===== config.mk =====
export PLATFORM = sky130hd
export DESIGN_NAME = branch_ctrl_flat
export DESIGN_NICKNAME = d
export VERILOG_FILES = /design/src/rtl/dlx_pkg.sv /design/src/rtl/branch_ctrl_if.sv /design/src/rtl/link_buf.sv /design/src/rtl/branch_ctrl.sv /design/src/flat_wrapper.sv
export SDC_FILE = /design/constraint.sdc
export NUM_CORES = 1
export LEC_CHECK = 0
export ABC_AREA = 1
export CAP_MARGIN = 20
export CELL_PAD_IN_SITES_DETAIL_PLACEMENT = 0
export CELL_PAD_IN_SITES_GLOBAL_PLACEMENT = 1
export CORE_UTILIZATION = 27
export DETAILED_ROUTE_END_ITERATION = 7
export PLACE_DENSITY_LB_ADDON = 0.1
export SLEW_MARGIN = 20
export SYNTH_ARGS = -nofsm -noshare
export SYNTH_HDL_FRONTEND = slang
export SYNTH_SLANG_ARGS = --single-unit
export TNS_END_PERCENT = 1

===== constraint.sdc =====
create_clock -name clk -period 4.47 [get_ports clk]
set_clock_uncertainty 0.05 [all_clocks]
set_input_delay 0.6705 -clock clk [delete_from_list [all_inputs] [get_ports clk]]
set_output_delay 0.6705 -clock clk [all_outputs]
set_load 0.02 [all_outputs]

===== src/rtl/dlx_pkg.sv =====
// Shared DLX control-transfer definitions: opcodes, link register and the
// branch controller state encoding.
package dlx_pkg;

    localparam logic [5:0] OP_J    = 6'h02;
    localparam logic [5:0] OP_JAL  = 6'h03;
    localparam logic [5:0] OP_BEQZ = 6'h04;
    localparam logic [5:0] OP_BNEZ = 6'h05;
    localparam logic [5:0] OP_JR   = 6'h12;
    localparam logic [5:0] OP_JALR = 6'h13;

    localparam logic [4:0] LINK_REG = 5'd31;

    typedef enum logic {
        RUN      = 1'b0,
        HAZ_WAIT = 1'b1
    } state_t;

    typedef logic [1:0] cnt_t;

    function automatic logic is_rs_reader(input logic [5:0] opcode);
        return (opcode == OP_BEQZ) || (opcode == OP_BNEZ) ||
               (opcode == OP_JR)   || (opcode == OP_JALR);
    endfunction

    function automatic logic is_linker(input logic [5:0] opcode);
        return (opcode == OP_JAL) || (opcode == OP_JALR);
    endfunction

endpackage


===== src/rtl/branch_ctrl_if.sv =====
// ID-stage branch control bundle: pipeline-side hazard/branch inputs and the
// stall, redirect and link-write controls returned by branch_ctrl.
interface branch_ctrl_if;

    logic        id_valid;
    logic [5:0]  id_opcode;
    logic [4:0]  id_rs;
    logic [4:0]  id_rt;
    logic        id_take;
    logic [31:0] id_target;
    logic [31:0] id_pc_plus_four;
    logic        ex_regwrite;
    logic        ex_is_load;
    logic [4:0]  ex_rd;
    logic        mem_is_load;
    logic [4:0]  mem_rd;
    logic        wb_we;

    logic        stall;
    logic        id_ex_bubble;
    logic        pc_sel;
    logic [31:0] pc_target;
    logic        if_id_flush;
    logic        link_we;
    logic [31:0] link_data;
    logic        link_pending;

    modport master (
        output id_valid, id_opcode, id_rs, id_rt, id_take, id_target,
               id_pc_plus_four, ex_regwrite, ex_is_load, ex_rd,
               mem_is_load, mem_rd, wb_we,
        input  stall, id_ex_bubble, pc_sel, pc_target, if_id_flush,
               link_we, link_data, link_pending
    );

    modport slave (
        input  id_valid, id_opcode, id_rs, id_rt, id_take, id_target,
               id_pc_plus_four, ex_regwrite, ex_is_load, ex_rd,
               mem_is_load, mem_rd, wb_we,
        output stall, id_ex_bubble, pc_sel, pc_target, if_id_flush,
               link_we, link_data, link_pending
    );

endinterface


===== src/rtl/link_buf.sv =====
// One-entry holding buffer for a link (r31) value that could not be written
// because the regfile write port was busy.
module link_buf (
    input  logic        clk,
    input  logic        rst_n,
    input  logic        load,
    input  logic [31:0] load_data,
    input  logic        drain,
    output logic        full,
    output logic [31:0] data
);

    // Load wins over drain so a drain and a new linker in the same cycle
    // leave the buffer occupied with the newer value.
    always_ff @(posedge clk or negedge rst_n) begin
        if (!rst_n) begin
            full <= 1'b0;
            // NOTE: the data register is reset as well, so a value buffered
            // before reset can never reappear on link_data afterwards.
            data <= '0;
        end else if (load) begin
            // NOTE: non-blocking assignments for all registered state so every
            // flop samples pre-edge values regardless of statement order.
            full <= 1'b1;
            data <= load_data;
        end else if (drain) begin
            full <= 1'b0;
        end
    end

endmodule


===== src/rtl/branch_ctrl.sv =====
// ID-stage branch controller: load-use stall sequencing, taken-branch
// redirect/flush, and r31 link writes arbitrated against the WB write port.
module branch_ctrl
    import dlx_pkg::*;
(
    input  logic          clk,
    input  logic          rst_n,
    branch_ctrl_if.slave  bus
);

    state_t      state, state_next;
    cnt_t        cnt, cnt_next;
    cnt_t        hazard_cnt;
    logic        rs_reader;
    logic        linker;
    logic        link_stall;
    logic        buf_full;
    logic        buf_drain;
    logic        buf_load;
    logic [31:0] buf_data;

    assign rs_reader = is_rs_reader(bus.id_opcode);
    assign linker    = is_linker(bus.id_opcode);

    // Cycles the rs operand is still unavailable; r0 never creates a hazard.
    always_comb begin
        // NOTE: every always_comb output gets a default first so no path
        // through the block leaves it unassigned and infers a latch.
        hazard_cnt = '0;
        if (rs_reader && (bus.id_rs != '0)) begin
            if (bus.ex_regwrite && bus.ex_is_load && (bus.ex_rd == bus.id_rs))
                hazard_cnt = 2'd2;
            else if (bus.ex_regwrite && (bus.ex_rd == bus.id_rs))
                hazard_cnt = 2'd1;
            else if (bus.mem_is_load && (bus.mem_rd == bus.id_rs))
                hazard_cnt = 2'd1;
        end
    end

    // While a link value is buffered, r31 readers must wait for it, and a
    // second linker cannot be accepted until the buffer can take it.
    assign link_stall = bus.id_valid && buf_full &&
                        ((bus.id_rs == LINK_REG) || (bus.id_rt == LINK_REG) ||
                         (linker && bus.id_take && bus.wb_we));

    assign buf_drain = buf_full && !bus.wb_we;

    always_ff @(posedge clk or negedge rst_n) begin
        if (!rst_n) begin
            state <= RUN;
            cnt   <= '0;
        end else begin
            state <= state_next;
            cnt   <= cnt_next;
        end
    end

    // The detection cycle in RUN is already the first stall, so cnt holds the
    // stall cycles still owed and HAZ_WAIT covers only hazard_cnt-1 cycles.
    always_comb begin
        state_next = state;
        cnt_next   = cnt;
        case (state)
            RUN: begin
                if (bus.id_valid && (hazard_cnt != '0)) begin
                    cnt_next   = hazard_cnt - 2'd1;
                    state_next = (hazard_cnt > 2'd1) ? HAZ_WAIT : RUN;
                end
            end
            HAZ_WAIT: begin
                cnt_next = cnt - 2'd1;
                if (cnt == 2'd1)
                    state_next = RUN;
            end
            default: begin
                state_next = RUN;
                cnt_next   = '0;
            end
        endcase
    end

    always_comb begin
        bus.stall        = 1'b0;
        bus.id_ex_bubble = 1'b0;
        bus.pc_sel       = 1'b0;
        bus.pc_target    = '0;
        bus.if_id_flush  = 1'b0;
        bus.link_we      = 1'b0;
        bus.link_data    = '0;
        buf_load         = 1'b0;

        // A buffered link drains whenever the write port is free, even while
        // ID is stalled or empty.
        if (buf_drain) begin
            bus.link_we   = 1'b1;
            bus.link_data = buf_data;
        end

        case (state)
            HAZ_WAIT: begin
                bus.stall        = 1'b1;
                bus.id_ex_bubble = 1'b1;
            end
            default: begin
                if (bus.id_valid) begin
                    if ((hazard_cnt != '0) || link_stall) begin
                        bus.stall        = 1'b1;
                        bus.id_ex_bubble = 1'b1;
                    end else if (bus.id_take) begin
                        bus.pc_sel      = 1'b1;
                        bus.pc_target   = bus.id_target;
                        bus.if_id_flush = 1'b1;
                        // Write the link directly only when the port is free
                        // and nothing older is queued; otherwise buffer it.
                        if (linker) begin
                            if (bus.wb_we || buf_full) begin
                                buf_load = 1'b1;
                            end else begin
                                bus.link_we   = 1'b1;
                                bus.link_data = bus.id_pc_plus_four;
                            end
                        end
                    end
                end
            end
        endcase

        // Outputs are quiet for the whole time reset is held.
        if (!rst_n) begin
            bus.stall        = 1'b0;
            bus.id_ex_bubble = 1'b0;
            bus.pc_sel       = 1'b0;
            bus.pc_target    = '0;
            bus.if_id_flush  = 1'b0;
            bus.link_we      = 1'b0;
            bus.link_data    = '0;
            buf_load         = 1'b0;
        end
    end

    assign bus.link_pending = buf_full;

    link_buf u_link_buf (
        .clk       (clk),
        .rst_n     (rst_n),
        .load      (buf_load),
        .load_data (bus.id_pc_plus_four),
        .drain     (buf_drain),
        .full      (buf_full),
        .data      (buf_data)
    );

endmodule


===== src/flat_wrapper.sv =====
// flat-port wrapper written by rule: the top's interface ports become plain ports
module branch_ctrl_flat import dlx_pkg::*;
  (clk, rst_n, bus_id_valid, bus_id_opcode, bus_id_rs, bus_id_rt, bus_id_take, bus_id_target, bus_id_pc_plus_four, bus_ex_regwrite, bus_ex_is_load, bus_ex_rd, bus_mem_is_load, bus_mem_rd, bus_wb_we, bus_stall, bus_id_ex_bubble, bus_pc_sel, bus_pc_target, bus_if_id_flush, bus_link_we, bus_link_data, bus_link_pending);
  branch_ctrl_if bus_i ();
  input  logic clk;
  input  logic rst_n;
  input wire logic [$bits(bus_i.id_valid)-1:0] bus_id_valid;
  input wire logic [$bits(bus_i.id_opcode)-1:0] bus_id_opcode;
  input wire logic [$bits(bus_i.id_rs)-1:0] bus_id_rs;
  input wire logic [$bits(bus_i.id_rt)-1:0] bus_id_rt;
  input wire logic [$bits(bus_i.id_take)-1:0] bus_id_take;
  input wire logic [$bits(bus_i.id_target)-1:0] bus_id_target;
  input wire logic [$bits(bus_i.id_pc_plus_four)-1:0] bus_id_pc_plus_four;
  input wire logic [$bits(bus_i.ex_regwrite)-1:0] bus_ex_regwrite;
  input wire logic [$bits(bus_i.ex_is_load)-1:0] bus_ex_is_load;
  input wire logic [$bits(bus_i.ex_rd)-1:0] bus_ex_rd;
  input wire logic [$bits(bus_i.mem_is_load)-1:0] bus_mem_is_load;
  input wire logic [$bits(bus_i.mem_rd)-1:0] bus_mem_rd;
  input wire logic [$bits(bus_i.wb_we)-1:0] bus_wb_we;
  output wire logic [$bits(bus_i.stall)-1:0] bus_stall;
  output wire logic [$bits(bus_i.id_ex_bubble)-1:0] bus_id_ex_bubble;
  output wire logic [$bits(bus_i.pc_sel)-1:0] bus_pc_sel;
  output wire logic [$bits(bus_i.pc_target)-1:0] bus_pc_target;
  output wire logic [$bits(bus_i.if_id_flush)-1:0] bus_if_id_flush;
  output wire logic [$bits(bus_i.link_we)-1:0] bus_link_we;
  output wire logic [$bits(bus_i.link_data)-1:0] bus_link_data;
  output wire logic [$bits(bus_i.link_pending)-1:0] bus_link_pending;
  assign bus_i.id_valid = bus_id_valid;
  assign bus_i.id_opcode = bus_id_opcode;
  assign bus_i.id_rs = bus_id_rs;
  assign bus_i.id_rt = bus_id_rt;
  assign bus_i.id_take = bus_id_take;
  assign bus_i.id_target = bus_id_target;
  assign bus_i.id_pc_plus_four = bus_id_pc_plus_four;
  assign bus_i.ex_regwrite = bus_ex_regwrite;
  assign bus_i.ex_is_load = bus_ex_is_load;
  assign bus_i.ex_rd = bus_ex_rd;
  assign bus_i.mem_is_load = bus_mem_is_load;
  assign bus_i.mem_rd = bus_mem_rd;
  assign bus_i.wb_we = bus_wb_we;
  assign bus_stall = bus_i.stall;
  assign bus_id_ex_bubble = bus_i.id_ex_bubble;
  assign bus_pc_sel = bus_i.pc_sel;
  assign bus_pc_target = bus_i.pc_target;
  assign bus_if_id_flush = bus_i.if_id_flush;
  assign bus_link_we = bus_i.link_we;
  assign bus_link_data = bus_i.link_data;
  assign bus_link_pending = bus_i.link_pending;
  branch_ctrl u_core (.clk(clk), .rst_n(rst_n), .bus(bus_i));
endmodule

# After elaboration in Yosys (flattened, before gate mapping)
# Cells that the tools add are included.
[word_totals] reg_bits=36 latchBits=0 ramBits=0 romBits=0 input_bits=98 out_inout_bits=70 mem_count=0
[classes] addsub=2 n_mul=0 div=0 order_cmp=1 n_eq_ne=11 n_shift=0 mux=49 bitwise_logic=1 reduce_logical=23
[op_table] operator="two-way mux 32 bit" count=13
[op_table] operator="two-way mux 1 bit" count=30
[op_table] operator="equality test 6 x 3 -> 1 bit (second input constant)" count=2
[op_table] operator="equality test 6 x 5 -> 1 bit (second input constant)" count=2
[op_table] operator="logical AND 1 bit" count=11
[op_table] operator="equality test 5 bit" count=2
[op_table] operator="equality test 5 bit (second input constant)" count=2
[op_table] operator="logical OR 1 bit" count=8
[op_table] operator="two-way mux 2 bit" count=4
[op_table] operator="equality test 6 x 2 -> 1 bit (second input constant)" count=1
[op_table] operator="nonzero test 5 bit" count=1
[op_table] operator="case mux 2 bit (2 select lines)" count=1
[op_table] operator="nonzero test 2 bit" count=2
[op_table] operator="subtractor 2 x 1 -> 2 bit (second input constant)" count=2
[op_table] operator="equality test 2 x 1 -> 1 bit (second input constant)" count=1
[op_table] operator="greater-than comparator 2 x 1 -> 1 bit (second input constant)" count=1
[op_table] operator="!= test 2 x 1 -> 1 bit (second input constant)" count=1
[op_table] operator="case mux 1 bit (2 select lines)" count=1
[op_table] operator="logical NOT 1 bit" count=1
[op_table] operator="NOT 1 bit" count=1

# Depth between registers and ports, before layout
# Gate-level depths: netlist (run 1).
[logic_depth] depth_word=13 ltp_mapped=17 mapped_depth_nobuf=16

# Cells and area by module
# A second synthesis (run 1) with hierarchy kept.
[unflattened] cells_unflattened=482 area_unflattened_um2=3017.9
[by_module_without_submodules] module="branch_ctrl" instances=1 cells_each=342 area_each_um2=1691.6 seq_area_each_um2=75.1
[by_module_without_submodules] module="link_buf" instances=1 cells_each=140 area_each_um2=1326.3 seq_area_each_um2=825.8

# Worst setup path before layout (run 1)
# No wires, ideal clock.
[synth_path] path_kind="input port to output port" startpoint="in bus_id_rs[1]" endpoint="out bus_pc_sel" arrival_time_ps=2422 t_required_ps=3750 slack_ps=1328 path_stages=14 path_buffers=3 path_cell_list="inv_1 > nand2_1 > o21ai_0 > nor2_1 > nand4_1 > nand3_1 > ha_1 > clkbuf_1 > inv_1 > a21oi_1 > nand3_1 > buf_2 > inv_1 > buf_4"
[synth_between] elab_chain_len=12 word_cells_on_any_way=21 cone_classes="3 x eq/ne; 8 x mux; 10 x reduce/logical"
[synth_lines] element="start, declared" line="flat_wrapper.sv:9" text="input wire logic [$bits(bus_i.id_rs)-1:0] bus_id_rs;"
[synth_lines] element="equality test 5 bit" line="branch_ctrl.sv:35" text="else if (bus.mem_is_load && (bus.mem_rd == bus.id_rs))"
[synth_lines] element="logical AND 1 bit" line="branch_ctrl.sv:35"
[synth_lines] element="two-way mux 1 bit" line="branch_ctrl.sv:35"
[synth_lines] element="two-way mux 2 bit" line="branch_ctrl.sv:33" text="else if (bus.ex_regwrite && (bus.ex_rd == bus.id_rs))"
[synth_lines] element="two-way mux 2 bit" line="branch_ctrl.sv:31" text="if (bus.ex_regwrite && bus.ex_is_load && (bus.ex_rd == bus.id_rs))"
[synth_lines] element="two-way mux 2 bit" line="branch_ctrl.sv:30" text="if (rs_reader && (bus.id_rs != '0)) begin"
[synth_lines] element="nonzero test 2 bit" line="branch_ctrl.sv:106" text="if ((hazard_cnt != '0) || link_stall) begin"
[synth_lines] element="logical OR 1 bit (*)" line="branch_ctrl.sv:106"
[synth_lines] element="two-way mux 1 bit (*) (4 in series)"
[synth_lines] element="end, declared" line="flat_wrapper.sv:22" text="output wire logic [$bits(bus_i.pc_sel)-1:0] bus_pc_sel;"
# Mark *: on every way between the ends. The rest lies on a longest branch, timed or not.

# Worst setup path after layout (run 1)
[layout_path] startpoint="in bus_id_rs[0]" endpoint="out bus_pc_target[5]"
[layout_between] elab_chain_len=12 word_cells_on_any_way=21 cone_classes="3 x eq/ne; 8 x mux; 10 x reduce/logical"
[layout_lines] element="equality test 5 bit" line="branch_ctrl.sv:35"
[layout_lines] element="logical AND 1 bit" line="branch_ctrl.sv:35"
[layout_lines] element="two-way mux 1 bit" line="branch_ctrl.sv:35"
[layout_lines] element="two-way mux 2 bit" line="branch_ctrl.sv:33"
[layout_lines] element="two-way mux 2 bit" line="branch_ctrl.sv:31"
[layout_lines] element="two-way mux 2 bit" line="branch_ctrl.sv:30"
[layout_lines] element="nonzero test 2 bit" line="branch_ctrl.sv:106"
[layout_lines] element="logical OR 1 bit (*)" line="branch_ctrl.sv:106"
[layout_lines] element="two-way mux 32 bit (*)" line="branch_ctrl.sv:106"
[layout_lines] element="two-way mux 32 bit (*)" line="branch_ctrl.sv:105" text="if (bus.id_valid) begin"
[layout_lines] element="two-way mux 32 bit (*)" line="branch_ctrl.sv:99" text="case (state)"
[layout_lines] element="two-way mux 32 bit (*)" line="branch_ctrl.sv:129" text="if (!rst_n) begin"
[layout_lines] element="end, declared" line="flat_wrapper.sv:23" text="output wire logic [$bits(bus_i.pc_target)-1:0] bus_pc_target;"
# Marks and branches as above.

==> impl_metrics.py, run 1 <==
metrics = {
    "routing": {
        "drc": 0,
        "wirelength_um": 10600,
        "drtIter0Drc": 164,
        "via_per_inst": 4.36,
        "drtAntennaViolNets": 0,
        "vias": 3542,
        "avgRoutedWirePerCell_um": 13.0,
        "dr.pass1.iters": 5,
    },
    "setup_path": {
        "required_ps": 3750,
        "path_cells": "clkdlybuf4s50_1 -> nand2_1 -> o21ai_0 -> nor2_1 -> nand4_1 -> nand3_1 -> ha_1 -> inv_1 -> a21oi_1 -> nand3_1 -> buf_4 -> nor2_1 -> clkdlybuf4s50_1",
        "critical_path.startpoint": "bus_id_rs[0]",
        "cp-start-kind": "input pin",
        "crit_arrival_ps": 3380,
        "cpLargestDelayFamily": "buffers and inverters",
        "r2r-start": "u_core.u_link_buf.full",
        "critPathSlowestCell": "clkdlybuf4s50_1",
        "slowest_delay_ps": 640,
        "crit_type": "input pin to output port",
        "path_max_fanout": 33,
        "end_kind": "output port",
        "cp_num_buf_inv": 4,
    },
    "placed_design": {
        "dp_hpwl_um": 7600,
        "dpl_worst_slack_ps": 340,
        "gp_congestion": 0.740,
        "numPortBuffers": 167,
        "place_inst": 805,
    },
    "floorplanning": {
        "dieWidth_um": 108,
        "io_pins": 168,
        "die_h_um": 108,
        "die_area_um2": 11600,
        "row_count": 38,
        "start_util_pct": 27.8,
        "core_area_um2": 10900,
    },
    "power": {
        "p_sw_mw": 0.227,
        "pwr-share-clk_pct": 36.5,
        "p_int_mw": 0.654,
        "power_mw": 0.881,
        "seqPwrFrac_pct": 39.5,
        "leakage_nw": 2.31,
        "ir_drop_mv": 0.0997,
        "switching_share_pct": 25.7,
        "p_comb_share_pct": 24.1,
        "power_density_nw_per_um2": 179,
    },
    "clock_tree": {
        "clockBufferDepth": 2,
        "cts_hold_buffers": 0,
        "cts_tree": "yes",
        "cts-htree-levels": 2,
        "cts-root-buf": "clkbuf_8",
        "cts.clk_slew.worst_paths_ps": 80,
        "cts_resized": 0,
        "clock-sinks": 36,
        "insertion_delay_ps": 280,
        "cts_made_buffers": 5,
        "postCtsSetupBuffers": 0,
    },
    "synth": {
        "synth-seq-cells": 36,
        "synth_fp_nets": 618,
        "ys_warn_count": 0,
        "synth.cell_area_um2": 3020,
        "ys_types": 22,
        "synth_cells": 518,
        "postSynthAreaPerCell_um2": 5.84,
        "ys_seq_area_share_pct": 29.8,
    },
    "cells_and_area": {
        "nets": 772,
        "layout-drive-gt1-share_pct": 4.31,
        "final_cell_mix": "clkdlybuf4s50_1 (166), inv_1 (144), nand2_1 (92)",
        "fillers": 1140,
        "diodes": 0,
        "final_cells": 813,
        "syn_to_final_growth_pct": 62.7,
        "final_common_cell": "clkdlybuf4s50_1",
    },
    "sta": {
        "setup_tns_ps": 0,
        "finalSetupViolCount": 0,
        "rsz0062_at_grt": "no",
        "hold_slack_ps": 405,
        "slew-limit-headroom_pct": 48.8,
        "hold_violations": 0,
        "slew_violations": 0,
        "clock.fmax_mhz": 244,
        "finalCritPeriodShare_pct": 91.7,
        "layout_min_cycle_time_ps": 4100,
        "setup_ws_ps": 370,
        "worst_slew_pin_slew_ps": 765,
    },
    "run": {
        "cap_violations": 0,
    },
    "global_route": {
        "antenna_found_initial": 0,
        "busiest_layer": "met2",
        "grt_max_degree": 54,
        "grt-ovfl-total": 0,
        "grt_pass1_vias": 3356,
        "grt_pass1_wl_um": 16600,
        "use_met3_pct": 3.75,
        "track_usage_pct": 18.2,
        "grt_use_met1_pct": 21.9,
        "grt_util_met2_pct": 33.5,
    },
    "status": {
        "run_status": "finished clean",
    },
    "worst_hold_path": {
        "hp-class": "input pin to asynchronous set/reset pin",
    },
}
metal layers:
layer	routed length, um	up-vias
li1	-	1856
met3	800	6
met4	65	0
met2	5040	143
met5	0	-
met1	4670	1537
power by group through the flow:
stage	Combinational (mW)	Sequential [mW]	Clock [mW]
finish	0.212	0.348	0.321
global route	0.236	0.350	0.346
CTS	0.215	0.348	0.333
detailed placement	0.213	0.354	0
global placement	0.212	0.354	0
floorplan	0.0792	0.353	0
metrics by stage:
step,cell area [um2],utilization (%)
CTS,4920,45.2
detailed placement,4790,44.0
global route,4920,45.2
global placement,4790,44.0
finish,4920,45.2
floorplan,3020,-
final cells by class:
cell class | count | area, um2 | area share (%)
Timing Repair Buffer | 178 | 1760 | 35.8
Multi-Input combinational cell | 306 | 1410 | 28.7
Sequential cell | 36 | 901 | 18.3
Inverter | 145 | 544 | 11.1
Tap cell | 140 | 175 | 3.56
Clock buffer | 7 | 96.3 | 1.96
Clock inverter | 1 | 30.0 | 0.610
sequential cells by signal, summed over array words and instances (netlist names):
| signal | count |
|---|---|
| u_core.u_link_buf.full | 1 |
| u_core.u_link_buf.data | 32 |
| u_core.state | 1 |
| u_core.cnt | 2 |
worst reg2reg max path: cells and delay by family, from the launching register on:
kind	cells	cell delay, ps
AO/OA/AOI/OAI	1	200
flip-flops	1	390
buffers and inverters	3	430
AND/OR/NAND/NOR	3	1070
cell usage after synthesis:
master	count	area (um2)
nand4_1	34	213
a21oi_1	36	180
nand3_2	2	20.0
buf_4	4	30.0
nand2_1	92	345
nand2_2	2	12.5
clkbuf_1	13	48.8
inv_1	144	541
o21ai_0	14	70.1
nand3_1	8	40.0
dfrtp_1	36	901
nor2_2	2	12.5
ha_1	2	25.0
o311ai_0	1	8.76
buf_6	4	45.0
nand3b_1	1	7.51
o21ai_1	25	125
buf_2	9	45.0
buf_1	1	3.75
inv_2	1	3.75
xor2_1	4	35.0
nor2_1	83	312
logic make-up after synthesis:
group           Yosys count  share of synthesized area, %
xor+xnor                  4                          1.16
flops                    36                          29.8
fa+ha+maj                 2                         0.827
buf+inv                 176                          23.7
compound gates           76                          12.7
simple gates            224                          31.8
worst paths after layout:
path,end,slack (ps),depth (start not counted)
max,bus_pc_target[5],370,13
min,u_core.u_link_buf.data[28],410,2
max reg2reg,u_core.u_link_buf.data[9],2230,7
min reg2reg,u_core.u_link_buf.data[31],510,4
max in group asynchronous,u_core.u_link_buf.data[2],3620,2
min in group clk,u_core.u_link_buf.data[31],510,4
(Power assumes the default switching activity.)
==> run 2: changes to the inputs <==
--- a/config.mk
+++ b/config.mk
@@ -10,6 +10,7 @@
 export CELL_PAD_IN_SITES_DETAIL_PLACEMENT = 0
 export CELL_PAD_IN_SITES_GLOBAL_PLACEMENT = 1
 export CORE_UTILIZATION = 27
+export CTS_CLUSTER_SIZE = 25
 export DETAILED_ROUTE_END_ITERATION = 7
 export PLACE_DENSITY_LB_ADDON = 0.1
 export SLEW_MARGIN = 20
==> results of run 2 <==
The final DEF is identical to that of run 1; final timing and power are the same.
